--- src/rtl/mc_alu_sequencer.sv ---
// mc_alu_sequencer: multi-cycle MIPS main control FSM with memory-wait timeout, retire counter and sticky error flags
module mc_alu_sequencer #(
    parameter int TO_W  = 8,
    parameter int CNT_W = 32
) (
    input  logic             clk,
    input  logic             reset_n,
    input  logic [5:0]       opcode,
    input  logic             zero,
    input  logic             mem_ready,
    output logic             mem_read,
    output logic             mem_write,
    output logic             iord,
    output logic             ir_write,
    output logic             pc_en,
    output logic [1:0]       pc_src,
    output logic             alu_src_a,
    output logic [1:0]       alu_src_b,
    output logic [1:0]       alu_op,
    output logic             reg_dst,
    output logic             mem_to_reg,
    output logic             reg_write,
    output logic [3:0]       state,
    output logic [CNT_W-1:0] retired,
    output logic             illegal_op,
    output logic             mem_timeout
);
    typedef enum logic [3:0] {
        FETCH  = 4'd0,
        DECODE = 4'd1,
        MEMADR = 4'd2,
        MEMRD  = 4'd3,
        MEMWB  = 4'd4,
        MEMWR  = 4'd5,
        EXEC   = 4'd6,
        ALUWB  = 4'd7,
        BEQ    = 4'd8,
        ADDIEX = 4'd9,
        ADDIWB = 4'd10,
        JUMP   = 4'd11
    } state_t;

    localparam logic [5:0] OP_R    = 6'b000000;
    localparam logic [5:0] OP_LW   = 6'b100011;
    localparam logic [5:0] OP_SW   = 6'b101011;
    localparam logic [5:0] OP_BEQ  = 6'b000100;
    localparam logic [5:0] OP_ADDI = 6'b001000;
    localparam logic [5:0] OP_J    = 6'b000010;

    // Counter value on the last tolerated wait cycle; one more idle cycle would reach 2^TO_W-1
    localparam logic [TO_W-1:0] WAIT_LAST = ~TO_W'(1);

    state_t          cur;
    state_t          nxt;
    logic [TO_W-1:0] wait_cnt;
    logic            waiting;
    logic            expire;
    logic            retire;
    logic            bad_op;

    assign state   = cur;
    assign waiting = (cur == FETCH) || (cur == MEMRD) || (cur == MEMWR);
    // mem_ready on the limit cycle takes priority over the timeout
    assign expire  = waiting && !mem_ready && (wait_cnt == WAIT_LAST);

    // Next-state selection, retire strobe and unsupported-opcode detection
    always_comb begin
        nxt    = cur;
        retire = 1'b0;
        bad_op = 1'b0;
        case (cur)
            FETCH:  nxt = mem_ready ? DECODE : FETCH;
            DECODE: begin
                case (opcode)
                    OP_R:         nxt = EXEC;
                    OP_LW, OP_SW: nxt = MEMADR;
                    OP_BEQ:       nxt = BEQ;
                    OP_ADDI:      nxt = ADDIEX;
                    OP_J:         nxt = JUMP;
                    default: begin
                        nxt    = FETCH;
                        bad_op = 1'b1;
                    end
                endcase
            end
            MEMADR: nxt = (opcode == OP_SW) ? MEMWR : MEMRD;
            MEMRD:  nxt = mem_ready ? MEMWB : (expire ? FETCH : MEMRD);
            MEMWR: begin
                nxt    = (mem_ready || expire) ? FETCH : MEMWR;
                retire = mem_ready;
            end
            EXEC:   nxt = ALUWB;
            ADDIEX: nxt = ADDIWB;
            MEMWB, ALUWB, BEQ, ADDIWB, JUMP: begin
                nxt    = FETCH;
                retire = 1'b1;
            end
            default: nxt = FETCH;
        endcase
    end

    // Moore control decode; everything held low while reset is asserted
    always_comb begin
        mem_read   = 1'b0;
        mem_write  = 1'b0;
        iord       = 1'b0;
        ir_write   = 1'b0;
        pc_en      = 1'b0;
        pc_src     = 2'b00;
        alu_src_a  = 1'b0;
        alu_src_b  = 2'b00;
        alu_op     = 2'b00;
        reg_dst    = 1'b0;
        mem_to_reg = 1'b0;
        reg_write  = 1'b0;
        if (reset_n) begin
            case (cur)
                FETCH: begin
                    mem_read  = 1'b1;
                    alu_src_b = 2'b01;
                    ir_write  = mem_ready;
                    pc_en     = mem_ready;
                end
                DECODE: alu_src_b = 2'b11;
                MEMADR, ADDIEX: begin
                    alu_src_a = 1'b1;
                    alu_src_b = 2'b10;
                end
                MEMRD: begin
                    mem_read = 1'b1;
                    iord     = 1'b1;
                end
                MEMWB: begin
                    reg_write  = 1'b1;
                    mem_to_reg = 1'b1;
                end
                MEMWR: begin
                    mem_write = 1'b1;
                    iord      = 1'b1;
                end
                EXEC: begin
                    alu_src_a = 1'b1;
                    alu_op    = 2'b10;
                end
                ALUWB: begin
                    reg_write = 1'b1;
                    reg_dst   = 1'b1;
                end
                BEQ: begin
                    alu_src_a = 1'b1;
                    alu_op    = 2'b01;
                    pc_src    = 2'b01;
                    pc_en     = zero;
                end
                ADDIWB: reg_write = 1'b1;
                JUMP: begin
                    pc_src = 2'b10;
                    pc_en  = 1'b1;
                end
                default: ;
            endcase
        end
    end

    // State, memory-wait counter, retire counter and sticky flags
    always_ff @(posedge clk or negedge reset_n) begin
        if (!reset_n) begin
            cur         <= FETCH;
            wait_cnt    <= '0;
            retired     <= '0;
            illegal_op  <= 1'b0;
            mem_timeout <= 1'b0;
        end else begin
            cur      <= nxt;
            wait_cnt <= (waiting && !mem_ready && !expire) ? wait_cnt + TO_W'(1) : '0;
            if (retire) retired <= retired + CNT_W'(1);
            if (bad_op) illegal_op <= 1'b1;
            if (expire) mem_timeout <= 1'b1;
        end
    end
endmodule

--- config.mk ---
export PLATFORM = sky130hd
export DESIGN_NAME = mc_alu_sequencer
export DESIGN_NICKNAME = d
export VERILOG_FILES = /design/src/rtl/mc_alu_sequencer.sv
export SDC_FILE = /design/constraint.sdc
export NUM_CORES = 1
export LEC_CHECK = 0
export ABC_AREA = 1
export CAP_MARGIN = 10
export CORE_ASPECT_RATIO = 0.8
export CORE_MARGIN = 5
export CORE_UTILIZATION = 35
export DETAILED_ROUTE_END_ITERATION = 16
export SLEW_MARGIN = 30
export SYNTH_ARGS = -nofsm -noshare
export SYNTH_HDL_FRONTEND = slang
export SYNTH_SLANG_ARGS = --single-unit
--- constraint.sdc ---
create_clock -name clk -period 4.5 [get_ports clk]
set_clock_uncertainty 0.15 [all_clocks]
set_input_delay 0.675 -clock clk [delete_from_list [all_inputs] [get_ports clk]]
set_output_delay 0.675 -clock clk [all_outputs]
set_load 0.05 [all_outputs]
### Word level (Yosys, flattened, before mapping)

Index checks and enable logic that the tools add are counted.

| operators by class | value |
|---|---|
| $add $sub $neg | 2 |
| eq/ne operators | 17 |
| multiplexer cells | 35 |
| reductions and logical operators | 18 |

Operator list:

| kind | count |
|---|---|
| adder 32 x 1 -> 32 bit, second input constant | 1 |
| case mux 4 bit (7 select lines) | 1 |
| two-way mux 1 bit | 20 |
| case mux 4 bit (5 select lines) | 1 |
| equality test 4 x 3 -> 1 bit, second input constant | 4 |
| equality test 4 bit, second input constant | 4 |
| equality test 6 bit, second input constant | 2 |
| two-way mux 3 bit | 3 |
| adder 8 x 1 -> 8 bit, second input constant | 1 |
| equality test 4 x 2 -> 1 bit, second input constant | 2 |
| equality test 8 bit, second input constant | 1 |
| two-way mux 2 bit | 4 |
| two-way mux 8 bit | 1 |
| case mux 2 bit (2 select lines) | 2 |
| OR reduction 2 bit | 4 |
| equality test 6 x 2 -> 1 bit, second input constant | 1 |
| equality test 6 x 3 -> 1 bit, second input constant | 1 |
| equality test 6 x 4 -> 1 bit, second input constant | 1 |
| zero test 6 bit | 1 |
| case mux 2 bit (3 select lines) | 1 |
| OR reduction 6 bit | 1 |
| OR reduction 5 bit | 1 |
| equality test 4 x 1 -> 1 bit, second input constant | 1 |
| zero test 4 bit | 1 |
| 7 further kinds | 12 |

| word-level totals | value |
|---|---|
| register bits | 46 |
| bits of input ports | 10 |
| output and inout bits | 53 |
| word-level logic and storage cells | 77 |

### Logic depth before layout (Yosys ltp)

Gate-level depths: netlist of the first run.

| depth | value |
|---|---|
| depth in word-level cells | 8 |
| gate-level depth with buffers | 11 |
| depth with buffers taken out | 10 |

### Worst setup path before layout of the first run

OpenSTA, ideal clock, no wires.

| path | value |
|---|---|
| kind | register to output |
| start | reg cur[1], in the netlist state[1] |
| end | out alu_src_a |
| arrival time | 2,090 ps |
| data required time | 3,675 ps |
| path slack | 1,585 ps |
| cell stages (with the launch flop) | 7 |
| buffers on the path | 0 |
| path through | dfrtp_1 inv_1 nor2_1 inv_1 nor2_1 inv_1 a31oi_1 |

| on the way | value |
|---|---|
| cells in the longest elaborated chain, start to end | 4 |
| elaborated cells on any way between the ends | 7 |
| classes of those cells | eq/ne: 4; mux: 2; reduce/logical: 1 |

RTL lines:

| item | RTL line | RTL |
|---|---|---|
| start, declared | 53 | `state_t cur;` |
| start signal, assigned | 174 | `cur <= nxt;` |
| equality test 4 bit (tied with other cells) | 117 | `case (cur)` |
| OR reduction 4 bit (no source line) (*) | -- |  |
| two-way mux 1 bit (*) | 117 |  |
| two-way mux 1 bit (*) | 116 | `if (reset_n) begin` |
| end, declared | 17 | `output logic alu_src_a,` |

Every way passes the cells marked *; elsewhere a longest branch is shown, timed or not.

### Final worst setup path of the first run

| path | value |
|---|---|
| start | in mem_ready |
| end | out pc_en |

| on the way | value |
|---|---|
| cells in the longest elaborated chain, start to end | 2 |

RTL lines:

| item | RTL line | RTL |
|---|---|---|
| start, declared | 10 | `input logic mem_ready,` |
| case mux 1 bit (3 select lines) | 117 |  |
| two-way mux 1 bit | 116 |  |
| end, declared | 15 | `output logic pc_en,` |

No other way between the ends.

==> flow_summary.yaml, run 1 <==
layout:
  layout_commonest_cell: "nand2_1"
  fillers: 912
  multi_input_area_mm2: 0.001657
  areaGrowthSynthToFinish_pct: 26.37
  layout-drive-gt1-share: 0.03846
  diodes: 0
  mostFrequentLayoutCells: "nand2_1, nor2_1, clkdlybuf4s50_1"
  seqCellArea_mm2: 0.001151
  nets: 558
global_routing:
  grt_pass1_vias: 2904
  grt_max_degree: 49
  gr-total-overflow: 0
  grt_pass1_wl_um: 13950
  track_usage: 0.1596
  antenna_found_initial: 0
setup_path:
  rr_endpoint: "retired[20]"
  ff2ff_path_depth: 9
  reg2reg_setup_slack_ns: 2.48
  cp.arrival_ns: 2.36
  r2r_start: "state[1]"
  cp_data_required_time_ns: 3.67
  critPathKind: "input pin to primary output"
  worst_setup_path_end_kind: "primary output"
  startpoint_type: "input pin"
  crit_fanout: 5
sta:
  setup_viol: 0
  worst_slack_ns: 1.313
  fmax_ghz: 0.3138
  fin_setup_tns_ns: 0
  slew_headroom: 0.5488
  holdWs_ns: 0.3142
  rsz0062_at_grt: "no"
  hold_viol_final: 0
  maxSlewViolCount: 0
  finalCriticalPeriod_ns: 3.187
  worstMarginPinSlew_ns: 0.6744
  fin_crit_sh: 0.7082
clock_network:
  cts_resized: 0
  root_buffer: "clkbuf_8"
  postCtsSetupRepairBufs: 0
  htree_levels: 2
  path_clk_slew_ns: 0.09
  cts_sinks: 46
  cts_tree: "done"
  cts_made_buffers: 5
  clock_path_buffers: 2
  clk_latency_ns: 0.30
  hold_buffers: 0
die:
  core_mm2: 0.008483
  io-pin-count: 63
  die_area_mm2: 0.01071
  die_y_um: 93.57
  rows: 30
  die_w_um: 114.5
  initial_core_util: 0.3602
routing:
  drt_iter0_drc: 141
  drt_first_pass_iters: 4
  vias: 3106
  viasPerCell: 4.720
  post_drt_wl_per_cell_um: 12.35
  drc: 0
  antenna_left: 0
  wl_um: 8125
yosys:
  yosysTopAreaCell: "dfrtp_1"
  synthArstFlopShare: 1.000
  yosysWarningCount: 0
  synth.cell_area_mm2: 0.003055
  ys.flop_type: "dfrtp_1"
  ys_seq_elements: 46
  synth_area_leaders: "dfrtp_1, nand2_1, nor2_1, inv_1, nand3_1"
  synth_area_per_cell_um2: 6.339
  syn_inst: 482
  synth_cell_types: 27
  yosysTopAreaCellShare: 0.3767
  synth_sequential_area_ratio: 0.3767
  synth_edf_count: 0
  syn_nets: 495
pwr:
  powerDensity_mw_per_mm2: 329.0
  power_leakage_nw: 1.742
  power_mw: 1.270
  ir_worst_vdd_mv: 0.1939
placed_design:
  place.port_buffers: 62
  gp_congestion: 0.9008
  dp_slack_ns: 1.314
  dp_hpwl_um: 6269
flow_run:
  drv_cap: 0
min_path:
  hold_path_class: "input pin to async pin"
status:
  status: "completed"
## per-layer routing
layer / GRT usage / share of wire / vias up
li1: - / - / 1607
met1: 0.2374 / 0.52 / 1417
met2: 0.2330 / 0.40 / 75
met3: 0.03946 / 0.072 / 7
met4: 0.03165 / 0.0078 / 0
met5: 0 / 0 / -
## registers in the layout, summed over array words and instances, names as in the netlist
name and count:
mem_timeout 1, wait_cnt 8, illegal_op 1, state 4
retired 32
## cells by family (layout without fill, tap and decap cells)
family	Yosys count	after routing	synth area share
simple gates	338	338	0.4529
fa+ha+maj	3	3	0.01229
xor+xnor	15	15	0.04300
flops	46	46	0.3767
compound gates	20	20	0.03399
buf+inv	60	124	0.08108
## Yosys cell counts, types with 2 or more instances
master / number
a21oi_1: 6
buf_2: 3
buf_6: 2
dfrtp_1: 46
ha_1: 3
inv_1: 50
inv_2: 3
nand2_1: 195
nand2_2: 2
nand3_1: 31
nand3b_1: 5
nand4_1: 6
nor2_1: 86
nor2_2: 4
nor2_4: 2
nor3_1: 4
o21ai_0: 10
o21ai_1: 2
xor2_1: 14
## worst max-delay path by stage
stage	startpoint	end
2_1_floorplan	state[1]	alu_src_a
3_3_place_gp	mem_ready	pc_en
3_5_place_dp	mem_ready	pc_en
4_1_cts	mem_ready	pc_en
5_1_grt	state[1]	alu_src_b[1]
6_report	mem_ready	pc_en
## per-stage QoR
| stage | area, um2 | utilization | std cells |
|---|---|---|---|
| after detailed placement | 3770 | 0.4444 | 650 |
| after global routing | 3861 | 0.4552 | 658 |
| final | 3861 | 0.4552 | 658 |
| after global placement | 3770 | 0.4444 | 650 |
| after CTS | 3861 | 0.4552 | 658 |
| after floorplan | 3055 | - | 482 |
## report_power, final
part	switching [mW]	internal (mW)
Combinational	0.369	0.149
Sequential	0.0397	0.444
Clock	0.144	0.124
Total	0.553	0.717
## area by class of cell
cell class / count / share of cell area
Multi-Input combinational cell: 376 / 0.4290
Clock buffer: 7 / 0.02236
Tap cell: 112 / 0.03629
Inverter: 53 / 0.05152
Sequential cell: 46 / 0.2981
Clock inverter: 1 / 0.001296
Timing Repair Buffer: 63 / 0.1614
## critical path, stage by stage
cell and delay [ns]:
clkdlybuf4s50_1 0.56, nand2_1 0.13, nand3_1 0.09, nand2_1 0.05, inv_1 0.07, clkdlybuf4s50_1 0.79
Power figures use the tool's default switching activity.
==> run 2, diff against run 1 <==
==> constraint.sdc (replaced) <==
create_clock -name clk -period 2.95 [get_ports clk]
set_clock_uncertainty 0.15 [all_clocks]
set_input_delay 0.4425 -clock clk [delete_from_list [all_inputs] [get_ports clk]]
set_output_delay 0.4425 -clock clk [all_outputs]
set_load 0.05 [all_outputs]
==> flow_summary.yaml, run 2 (synthesized netlist as in run 1, its figures left out) <==
sta:
  rsz0062_at_grt: "no"
  setup_viol: 0
  slew_headroom: 0.6007
  fin_crit_sh: 0.9320
  holdWs_ns: 0.1315
  hold_viol_final: 0
  maxSlewViolCount: 0
  fmax_ghz: 0.3637
  fin_setup_tns_ns: 0
  finalCriticalPeriod_ns: 2.749
  worstMarginPinSlew_ns: 0.5975
pwr:
  ir_worst_vdd_mv: 0.2361
  powerDensity_mw_per_mm2: 502.3
  power_leakage_nw: 1.773
  power_mw: 1.926
clock_network:
  clk_latency_ns: 0.30
  cts_sinks: 46
  cts_resized: 0
  hold_buffers: 0
  cts_tree: "done"
  clock_path_buffers: 2
  htree_levels: 2
  path_clk_slew_ns: 0.09
  postCtsSetupRepairBufs: 0
  cts_made_buffers: 5
  root_buffer: "clkbuf_8"
layout:
  areaGrowthSynthToFinish_pct: 25.47
  mostFrequentLayoutCells: "nand2_1, nor2_1, inv_1"
  fillers: 938
  regMostFlops: "retired"
  diodes: 0
  layout_commonest_cell: "nand2_1"
  largest_register_ffs: 32
  layout-drive-gt1-share: 0.06581
  nets: 559
setup_path:
  startpoint_type: "flop"
  crit_fanout: 6
  cp_num_buf_inv: 3
  cp.arrival_ns: 2.16
  reg2reg_setup_slack_ns: 1.00
  crit_chain: "inv_1 > nor2_1 > nand2_1 > nand3_1 > nand2_1 > inv_1 > clkdlybuf4s50_1"
  worst_setup_path_end_kind: "primary output"
  critPathKind: "flop to primary output"
  cp_data_required_time_ns: 2.36
  crit_slowest_cell: "clkdlybuf4s50_1"
  crit_path_max_incr_delay_ns: 0.79
  path_delay_family: "buffers and inverters"
routing:
  post_drt_wl_per_cell_um: 12.50
  drt_first_pass_iters: 5
  drt_iter0_drc: 180
  drc: 0
  viasPerCell: 4.757
  vias: 3135
  antenna_left: 0
  wl_um: 8237
die:
  die_area_mm2: 0.01071
  rows: 30
  io-pin-count: 63
  initial_core_util: 0.3602
  core_mm2: 0.008483
  die_w_um: 114.5
  die_y_um: 93.57
global_routing:
  track_usage: 0.1600
  grt_pass1_wl_um: 13920
  grt_pass1_vias: 2855
  grt_max_degree: 48
  antenna_found_initial: 0
  gr-total-overflow: 0
placed_design:
  dp_hpwl_um: 6523
  place.port_buffers: 62
  gp_congestion: 0.8729
flow_run:
  drv_cap: 0
status:
  status: "completed"
min_path:
  hold_path_class: "input pin to async pin"
==> run 2: changes by cell type in the layout (fill, tap and decap cells not counted) <==
cell and change:
buf_4 +15, clkdlybuf4s50_1 -14
==> run 2: layer usage <==
metal  vias up  wire, um  part of all wire  GRT usage
met4         0        41            0.0050    0.02374
met3         4       479             0.058    0.03816
met5         -         0                 0          0
li1       1611         -                 -          -
met2        84      3453              0.42     0.2359
met1      1436      4262              0.52     0.2398
==> run 2: per-stage QoR <==
stage	utilization	instance area, um2	setup WS (ns)	cells
after floorplan	-	3055	0.2677	482
after global placement	0.4412	3742	0.5756	651
after detailed placement	0.4412	3742	0.5194	651
after CTS	0.4519	3834	0.1846	659
after global routing	0.4519	3834	0.06778	659
final	0.4519	3834	0.2005	659
==> run 2: final timing paths <==
| kind | start | depth (start not counted) | endpoint |
|---|---|---|---|
| setup reg to reg | state[3] | 9 | retired[14] |
| min in group clk | illegal_op | 2 | illegal_op |
| hold / removal | reset_n | 2 | retired[3] |
| max in group asynchronous | reset_n | 2 | wait_cnt[7] |
| setup / recovery | state[1] | 7 | reg_write |
| hold reg to reg | illegal_op | 2 | illegal_op |
==> run 2: where the power goes <==
group          switching (mW)  internal [mW]  total (mW)
Combinational           0.567          0.219       0.786
Sequential             0.0583          0.677       0.735
Clock                   0.215          0.190       0.405
Total                   0.841           1.09        1.93
==> run 2: worst register-to-register path: stages (launching register included) <==
cell and delay, ns:
dfrtp_1 0.43, inv_1 0.10, nor2_2 0.18, nand2_1 0.09, nand2_2 0.11, inv_2 0.04
nand2_2 0.41, buf_4 0.28, nand2_1 0.06, nand2_1 0.06
==> run 2: area by class of cell <==
type	instances	area, um2	area share
clock buffers	7	86.33	0.02252
clock inverters	1	5.005	0.001305
inverters	53	198.9	0.05189
multi-input cells	376	1657	0.4321
flip-flops and latches	46	1151	0.3003
well taps	112	140.1	0.03655
repair buffers	64	595.6	0.1554
==> run 3, diff against run 2 <==
--- a/config.mk
+++ b/config.mk
@@ -10,6 +10,8 @@
 export CORE_ASPECT_RATIO = 0.8
 export CORE_MARGIN = 5
 export CORE_UTILIZATION = 35
+export CTS_CLUSTER_DIAMETER = 120
+export CTS_CLUSTER_SIZE = 12
 export DETAILED_ROUTE_END_ITERATION = 16
 export SLEW_MARGIN = 30
 export SYNTH_ARGS = -nofsm -noshare
==> results of run 3 <==
The final DEF is identical to that of run 2; final timing and power are the same.
